==> config.mk <==
export PLATFORM = sky130hd
export DESIGN_NAME = player_motion_ctrl_flat
export DESIGN_NICKNAME = d
export VERILOG_FILES = /design/src/rtl/player_motion_ctrl_if.sv /design/src/rtl/player_motion_ctrl.sv /design/src/flat_wrapper.sv
export SDC_FILE = /design/constraint.sdc
export NUM_CORES = 1
export LEC_CHECK = 0
export ABC_AREA = 0
export CORE_ASPECT_RATIO = 0.75
export CORE_MARGIN = 3
export CORE_UTILIZATION = 50
export CTS_BUF_LIST = sky130_fd_sc_hd__clkbuf_16
export CTS_CLUSTER_DIAMETER = 200
export DETAILED_ROUTE_END_ITERATION = 10
export GPL_ROUTABILITY_DRIVEN = 0
export PLACE_DENSITY = 0.69
export SLEW_MARGIN = 10
export SYNTH_ARGS = -nofsm -noshare
export SYNTH_HDL_FRONTEND = slang
export SYNTH_SLANG_ARGS = --single-unit
==> constraint.sdc <==
create_clock -name clk -period 2.15 [get_ports clk]
set_input_delay 0.645 -clock clk [delete_from_list [all_inputs] [get_ports clk]]
set_output_delay 0.645 -clock clk [all_outputs]
set_load 0.1 [all_outputs]
==> src/rtl/player_motion_ctrl_if.sv <==
// Button, frame-timing and sprite-origin signals between the board I/O and the motion controller.
// Buttons are raw active-low levels; origins and the moved pulse are registered by the controller.
// No handshake: the controller samples inputs every clk and presents outputs every clk.
interface player_motion_ctrl_if;
  logic       v_up;
  logic       v_down;
  logic       h_left;
  logic       h_right;
  logic       frame_sync;
  logic       freeze;
  logic [9:0] horizonal;
  logic [8:0] veritical;
  logic       moved;

  modport master (
    output v_up, v_down, h_left, h_right, frame_sync, freeze,
    input  horizonal, veritical, moved
  );

  modport slave (
    input  v_up, v_down, h_left, h_right, frame_sync, freeze,
    output horizonal, veritical, moved
  );
endinterface

==> src/rtl/player_motion_ctrl.sv <==
// Player sprite origin sequencer: debounced buttons drive per-axis press/auto-repeat FSMs.
// Latency: button -> 2 sync + DEBOUNCE_CYCLES + 1; frame_sync rise -> commit edge 2 cycles.
// No backpressure: origins change only on the frame tick, freeze discards pending steps.
module player_motion_ctrl #(
  parameter int STEP            = 20,
  parameter int X_MAX           = 200,
  parameter int Y_MAX           = 200,
  parameter int DEBOUNCE_CYCLES = 250000,
  parameter int REPEAT_FRAMES   = 20
) (
  input  logic                 clk,
  input  logic                 rst,
  player_motion_ctrl_if.slave  bus
);

  localparam int              DB_W    = $clog2(DEBOUNCE_CYCLES + 1);
  localparam int              RF_W    = $clog2(REPEAT_FRAMES + 1);
  localparam logic [DB_W-1:0] DB_LAST = DB_W'(DEBOUNCE_CYCLES - 1);
  localparam logic [RF_W-1:0] RF_LAST = RF_W'(REPEAT_FRAMES - 1);
  localparam logic [10:0]     STEP_W  = 11'(STEP);
  localparam logic [10:0]     X_LIM   = 11'(X_MAX);
  localparam logic [10:0]     Y_LIM   = 11'(Y_MAX);

  typedef enum logic [1:0] {IDLE, ARM, HOLD} axis_state_t;

  // Button order everywhere: [0]=up, [1]=down, [2]=left, [3]=right
  logic [3:0]      raw_n;
  logic [3:0]      sync1_n;
  logic [3:0]      sync2_n;
  logic [3:0]      pressed_s;
  logic [3:0]      db_q;
  logic [DB_W-1:0] db_cnt [4];

  logic fs_q;
  logic fs_q2;
  logic tick;

  // Axis index: [0]=horizontal, [1]=vertical. Positions kept 11 bits wide so +STEP never overflows.
  logic [1:0]      dir_nz;
  logic [1:0]      dir_neg;
  axis_state_t     state     [2];
  logic [1:0]      dir_q;
  logic [RF_W-1:0] frame_cnt [2];
  logic [10:0]     pos       [2];
  logic [10:0]     nxt_pos   [2];
  logic [1:0]      step_en;
  logic            moved_nxt;
  logic            moved_q;

  function automatic logic [10:0] step_pos(input logic [10:0] p, input logic neg,
                                           input logic [10:0] lim);
    logic [10:0] sum;
    sum = p + STEP_W;
    if (neg) step_pos = (p < STEP_W) ? lim : (p - STEP_W);
    else     step_pos = (sum > lim) ? 11'd0 : sum;
  endfunction

  assign raw_n     = {bus.h_right, bus.h_left, bus.v_down, bus.v_up};
  assign pressed_s = ~sync2_n;

  // Two-flop synchroniser per button; reset state is "released" (high).
  always_ff @(posedge clk) begin
    if (rst) begin
      sync1_n <= '1;
      sync2_n <= '1;
    end else begin
      sync1_n <= raw_n;
      sync2_n <= sync1_n;
    end
  end

  // Debounce: accept a new level only after it differs for DEBOUNCE_CYCLES straight cycles.
  always_ff @(posedge clk) begin
    for (int i = 0; i < 4; i++) begin
      if (rst) begin
        db_q[i]   <= 1'b0;
        db_cnt[i] <= '0;
      end else if (pressed_s[i] == db_q[i]) begin
        db_cnt[i] <= '0;
      end else if (db_cnt[i] == DB_LAST) begin
        db_q[i]   <= pressed_s[i];
        db_cnt[i] <= '0;
      end else begin
        db_cnt[i] <= db_cnt[i] + DB_W'(1);
      end
    end
  end

  // Frame tick: single pulse per frame from the registered rising edge of frame_sync.
  always_ff @(posedge clk) begin
    if (rst) begin
      fs_q  <= 1'b0;
      fs_q2 <= 1'b0;
      tick  <= 1'b0;
    end else begin
      fs_q  <= bus.frame_sync;
      fs_q2 <= fs_q;
      tick  <= fs_q & ~fs_q2;
    end
  end

  // Opposing buttons on one axis cancel out to "no direction".
  assign dir_nz[0]  = db_q[3] ^ db_q[2];
  assign dir_neg[0] = db_q[2] & ~db_q[3];
  assign dir_nz[1]  = db_q[1] ^ db_q[0];
  assign dir_neg[1] = db_q[0] & ~db_q[1];

  // Step decision and wrapped next position per axis; ARM steps with the latest sign.
  always_comb begin
    step_en   = '0;
    moved_nxt = 1'b0;
    for (int a = 0; a < 2; a++) begin
      nxt_pos[a] = step_pos(pos[a], dir_neg[a], (a == 0) ? X_LIM : Y_LIM);
      if (!bus.freeze && tick && dir_nz[a]) begin
        case (state[a])
          ARM:     step_en[a] = 1'b1;
          HOLD:    step_en[a] = (dir_neg[a] == dir_q[a]) && (frame_cnt[a] == RF_LAST);
          default: step_en[a] = 1'b0;
        endcase
      end
      if (step_en[a] && (nxt_pos[a] != pos[a])) moved_nxt = 1'b1;
    end
  end

  // Per-axis IDLE/ARM/HOLD sequencer with origin commit and registered moved pulse.
  always_ff @(posedge clk) begin
    if (rst) begin
      for (int a = 0; a < 2; a++) begin
        state[a]     <= IDLE;
        frame_cnt[a] <= '0;
        pos[a]       <= '0;
      end
      dir_q   <= '0;
      moved_q <= 1'b0;
    end else begin
      moved_q <= moved_nxt;
      for (int a = 0; a < 2; a++) begin
        if (step_en[a]) pos[a] <= nxt_pos[a];
        if (bus.freeze) begin
          state[a]     <= IDLE;
          frame_cnt[a] <= '0;
        end else begin
          case (state[a])
            IDLE: begin
              frame_cnt[a] <= '0;
              if (dir_nz[a]) begin
                state[a] <= ARM;
                dir_q[a] <= dir_neg[a];
              end
            end
            ARM: begin
              dir_q[a] <= dir_neg[a];
              if (!dir_nz[a]) begin
                state[a] <= IDLE;
              end else if (tick) begin
                state[a]     <= HOLD;
                frame_cnt[a] <= '0;
              end
            end
            HOLD: begin
              if (!dir_nz[a]) begin
                state[a] <= IDLE;
              end else if (dir_neg[a] != dir_q[a]) begin
                state[a] <= ARM;
                dir_q[a] <= dir_neg[a];
              end else if (tick) begin
                frame_cnt[a] <= (frame_cnt[a] == RF_LAST) ? '0 : frame_cnt[a] + RF_W'(1);
              end
            end
            default: state[a] <= IDLE;
          endcase
        end
      end
    end
  end

  assign bus.horizonal = pos[0][9:0];
  assign bus.veritical = pos[1][8:0];
  assign bus.moved     = moved_q;

endmodule

==> src/flat_wrapper.sv <==
// flat-port wrapper written by rule: the top's interface ports become plain ports
module player_motion_ctrl_flat 
#(
  parameter int STEP            = 20,
  parameter int X_MAX           = 200,
  parameter int Y_MAX           = 200,
  parameter int DEBOUNCE_CYCLES = 250000,
  parameter int REPEAT_FRAMES   = 20
)
  (clk, rst, bus_v_up, bus_v_down, bus_h_left, bus_h_right, bus_frame_sync, bus_freeze, bus_horizonal, bus_veritical, bus_moved);
  player_motion_ctrl_if bus_i ();
  input  logic clk;
  input  logic rst;
  input wire logic [$bits(bus_i.v_up)-1:0] bus_v_up;
  input wire logic [$bits(bus_i.v_down)-1:0] bus_v_down;
  input wire logic [$bits(bus_i.h_left)-1:0] bus_h_left;
  input wire logic [$bits(bus_i.h_right)-1:0] bus_h_right;
  input wire logic [$bits(bus_i.frame_sync)-1:0] bus_frame_sync;
  input wire logic [$bits(bus_i.freeze)-1:0] bus_freeze;
  output wire logic [$bits(bus_i.horizonal)-1:0] bus_horizonal;
  output wire logic [$bits(bus_i.veritical)-1:0] bus_veritical;
  output wire logic [$bits(bus_i.moved)-1:0] bus_moved;
  assign bus_i.v_up = bus_v_up;
  assign bus_i.v_down = bus_v_down;
  assign bus_i.h_left = bus_h_left;
  assign bus_i.h_right = bus_h_right;
  assign bus_i.frame_sync = bus_frame_sync;
  assign bus_i.freeze = bus_freeze;
  assign bus_horizonal = bus_i.horizonal;
  assign bus_veritical = bus_i.veritical;
  assign bus_moved = bus_i.moved;
  player_motion_ctrl #(.STEP(STEP), .X_MAX(X_MAX), .Y_MAX(Y_MAX), .DEBOUNCE_CYCLES(DEBOUNCE_CYCLES), .REPEAT_FRAMES(REPEAT_FRAMES)) u_core (.clk(clk), .rst(rst), .bus(bus_i));
endmodule
Yosys cells after proc, flatten, opt, wreduce, memory -nomap -nowiden
Memory sizes are Yosys's and may differ from the RTL's.
Index checks and enable logic that the tools add are counted.
Word-level totals
  bits in registers: 18
  RAM bits: 108
  output and inout bits: 20
  word-level logic and storage cells: 318
  memories kept: 4
Memory list
  u_core.db_cnt: depth 4, bits a word 18, rd ports 4, clocked after memory_dff 0, wr ports 4, line player_motion_ctrl.sv:32  | logic [DB_W-1:0] db_cnt [4];
  u_core.pos: depth 2, bits a word 11, rd ports 2, clocked after memory_dff 0, wr ports 2, line player_motion_ctrl.sv:44  | logic [10:0] pos [2];
  u_core.frame_cnt: depth 2, bits a word 5, rd ports 2, clocked after memory_dff 0, wr ports 2, line player_motion_ctrl.sv:43  | logic [RF_W-1:0] frame_cnt [2];
  u_core.state: depth 2, bits a word 2, rd ports 2, clocked after memory_dff 0, wr ports 2, line player_motion_ctrl.sv:41  | axis_state_t state [2];
Cells by class
  add/sub/neg operators: 10
  order comparisons: 4
  equal/unequal tests: 26
  muxes and demuxes: 192
  bitwise operators: 50
  reductions and logical operators: 20
Operators by type and width (number)
  $mux 18: 12
  $mux 1: 144
  $mux 11: 8
  $add 18x1->18 const B: 4
  $eq 18x18->1 const B: 4
  $mux 5: 10
  $or 1x1->1: 36
  $mux 2: 14
  $add 11x5->11 const B: 2
  $gt 11x8->1 const B: 2
  $lt 11x5->1 const B: 2
  $ne 11x11->1: 2
  $sub 11x5->11 const B: 2
  $ne 2x1->1 const B: 6
  $add 5x1->5 const B: 2
  $eq 5x5->1 const B: 2
  $reduce_and 5->1: 2
  $not 1->1: 8
  $reduce_and 2->1: 4
  $logic_and 1x1->1: 7
  $eq 1x1->1: 6
  $pmux 1 s3: 2
  $reduce_bool 3->1: 2
  $reduce_or 3->1: 2
  other kinds (9): 17

Depth between registers and ports, before layout
  depth after elaboration: 12
  depth in mapped cells: 10

Worst setup path after synthesis
No wires, ideal clock.
  kind: reg-to-reg
  from: mem u_core.pos[0][2]
  to: mem u_core.pos[0][4], data pin
  arrival: 2.080 ns
  slack: -0.186 ns
  cell stages (with the launch flop): 9
  period minus slack after synthesis: 2.336 ns
  path through: edfxtp_1 -> ha_1 -> buf_2 -> and4b_1 -> o211a_1 -> o2111a_1 -> o311a_1 -> a221o_1 -> o211a_1
RTL lines (line)
  start, declared: player_motion_ctrl.sv:44

==> qor.csv <==
stage,metric,value,unit
clock_tree,clk_latency,420,ps
run,cap_viol_max_count,0,
setup_path,cpMaxStageDelayCell,edfxtp_1,
logic_synthesis,synthSimpleGateAreaFrac,0.222,
setup_path,worst-r2r-cell-count,9,
global_route,gr-total-overflow,0,
sta,final-max-slew-violation-count,0,
placement,dp_hpwl,10.8,mm
sta,worst_pin_slew,497,ps
layout,nFillCells,1033,
clock_tree,hold_buffers,0,
floorplanning,die_w,145,µm
setup_path,critical_path_required,2320,ps
floorplanning,boundaryPins,28,
layout,final_layout_size_suffix_gt1_frac,0.253,
setup_path,cp_cell_sequence,"buf_6, buf_6, buf_4, a31oi_1, nor3b_1, o2111a_2, o311a_1, a221o_1, o211a_1",
logic_synthesis,seq_area_frac_synth,0.495,
route,drtAntennaViolNets,0,
sta,finalHoldViolCount,0,
logic_synthesis,synth_xor_xnor_area_share,0.111,
clock_tree,cts_buffer_depth,2,
setup_path,path_class,reg -> reg,
hold_path,hold_path_depth,1,
logic_synthesis,ys_ff_latch,126,
sta,slew_headroom,0.666,
route,firstDrtPassIters,6,
clock_tree,clkSinkCount,126,
sta,finalSetupViolCount,12,
hold_path,hp-start,u_core.fs_q2,
route,vias,5749,
layout,utilization,0.700,
logic_synthesis,synth_top_family_by_area,simple AND/OR/NAND/NOR gates,
logic_synthesis,synth_top_flop_cell,edfxtp_1,
setup_path,cp_slowest_stage_delay,470,ps
setup_path,crit_buf_inv,3,
setup_path,endpoint_kind,register,
logic_synthesis,synth_mux_area_frac,0.00859,
route,vias_per_cell,5.15,
global_route,first_global_vias,5665,
route,wire_per_inst,14.0,µm
logic_synthesis,yosysMostFrequentCell,nor2_1,
logic_synthesis,synthesis.area,7280,µm²
power_and_ir_drop,vdd_drop_max,0.614,mV
clock_tree,clk_pin_slew_worst_paths,60,ps
placement,dp_slack,-365,ps
clock_tree,h-tree-depth,4,
global_route,grt_antenna_before_repair,0,
route,drc,0,
logic_synthesis,ys.warnings.count,0,
layout,insertedDiodeCount,0,
logic_synthesis,yosysTopAreaCellShare,0.445,
route,wirelength,15.7,mm
setup_path,critPathLaunchType,register,
floorplanning,die_h,111,µm
setup_path,cp_max_fo,3,
logic_synthesis,synth_compound_area_frac,0.0748,
setup_path,path_delay_family,compound AO/OA/AOI/OAI gates,
run_status,outcome,"complete, but fails checks",
clock_tree,root_buffer,clkbuf_16,
floorplanning,core_area,14000,µm²
layout,layout.nets,940,
placement,port_buffers,27,
logic_synthesis,avgSynthCellArea,10.1,µm²
run_status,violations,setup timing,
power_and_ir_drop,leakagePower,0.00378,µW
logic_synthesis,synth_edf_count,108,
logic_synthesis,synth_adder_area_share,0.0378,
floorplanning,die_area,16100,µm²
clock_tree,tritoncts,done,
floorplanning,start_util,0.521,
power_and_ir_drop,p_total,6080,µW
sta,min_period_over_period,1.13,
sta,fin_crit,2420,ps
logic_synthesis,synth_common_cells,"nor2_1, edfxtp_1, xor2_1",
sta,rsz0062_at_grt,yes,
layout,areaGrowthSynthToFinish,34.5,%
logic_synthesis,synth_top_area_cell,edfxtp_1,
sta,fmax,413,MHz
setup_path,arrival,2590,ps
hold_path,hold_end,u_core.tick,
clock_tree,numCtsBuffers,17,
setup_path,r2r-end,u_core.pos[0][4],
setup_path,r2r_slack,-270,ps
setup_path,cpMostUsedCell,buf_6,
floorplanning,rows,37,
sta,finalWorstSetupSlack,-270,ps
logic_synthesis,synth_cell_types,61,
logic_synthesis,syn_inst,718,
power_and_ir_drop,powerDensity,621,nW/µm²
logic_synthesis,synthArstFlopShare,0,
global_route,grt_pass1_wl,26.2,mm
sta,clock_skew,9.61,ps
global_route,grt_max_degree,19,
global_route,grt_usage,0.197,
setup_path,rr_startpoint,u_core.pos[0][3],
hold_path,hp-class,reg -> reg,
route,drt_iter0_markers,482,
logic_synthesis,ys_top_cells_by_area,"edfxtp_1, nor2_1, xor2_1",
==> registers in the layout, indices dropped and copies added (netlist names) <==
register	flops
u_core.db_cnt	72
u_core.pos	22
u_core.frame_cnt	10
u_core.db_q	4
u_core.state	4
u_core.sync1_n	4
u_core.sync2_n	4
u_core.dir_q	2
u_core.bus.moved	1
u_core.fs_q	1
u_core.fs_q2	1
u_core.tick	1
==> placed cells by master, fill, tap and decap left out, types with 13 or more instances in the layout <==
cell       count
xnor2_1       35
nand2_1       41
conb_1        72
o21ai_0       13
clkbuf_16     20
buf_12        19
nand4_1       18
dfxtp_1       18
edfxtp_1     108
nor2_1       132
ha_1          16
nand3_1       35
xor2_1        54
inv_1         32
buf_4        111
==> per-layer routing <==
layer | routed length (µm) | up-vias | track usage | part of all wire
met5 | 0 | - | 0 | 0
met4 | 352 | 0 | 0.0715 | 0.022
met3 | 823 | 36 | 0.0537 | 0.053
met2 | 7410 | 150 | 0.319 | 0.47
met1 | 7060 | 2715 | 0.256 | 0.45
li1 | - | 2848 | - | -
==> logic make-up after synthesis <==
group,after synthesis
simple gates,326
flops,126
xor+xnor,92
buf+inv,73
compound gates,72
fa+ha+maj,22
mux,6
other cells,1
==> through the flow <==
stage	hold slack, ps	TNS, ps	cell area, µm²	instances
final	381	-2000	9790	1117
after detailed placement	377	-10320	8740	1066
after floorplan	367	-977	7590	789
after CTS	384	-1420	9510	1106
after global routing	398	-3070	9790	1117
after global placement	372	-6350	8740	1066
==> what timing repair did <==
item / CTS / global route
setup buffers: 9 / 12
gates cloned: 0 / 1
pin swaps: 6 / 21
endpoints found under the setup margin: 17 / 59
resized for setup: 30 / 39
==> layout make-up <==
cell class                 instances  area (µm²)  share of cell area
clock inverter                    11        50.0             0.00511
timing repair buffer             146        1390               0.141
sequential                       126        3600               0.368
tap                              195         244              0.0249
clock buffer                      20         500              0.0511
inverter                          29         118              0.0120
multi-input combinational        590        3890               0.397
==> power by group <==
part / internal [µW] / switching [µW]
combinational: 273 / 345
clock: 1640 / 979
sequential: 2750 / 95.0
==> worst max path at each step <==
stage | slack, ps | depth (start not counted) | startpoint | to
final | -270 | 9 | u_core.pos[0][3] | u_core.pos[0][4]
after global routing | -360 | 8 | u_core.pos[0][3] | u_core.pos[0][4]
after detailed placement | -370 | 5 | bus_freeze | u_core.pos[0][18]
after CTS | -230 | 8 | u_core.pos[0][3] | u_core.pos[0][4]
after global placement | -290 | 5 | bus_freeze | u_core.pos[0][18]
after floorplan | -130 | 8 | u_core.pos[0][2] | u_core.pos[0][4]
Note: power is estimated with default switching activity, not from simulation.
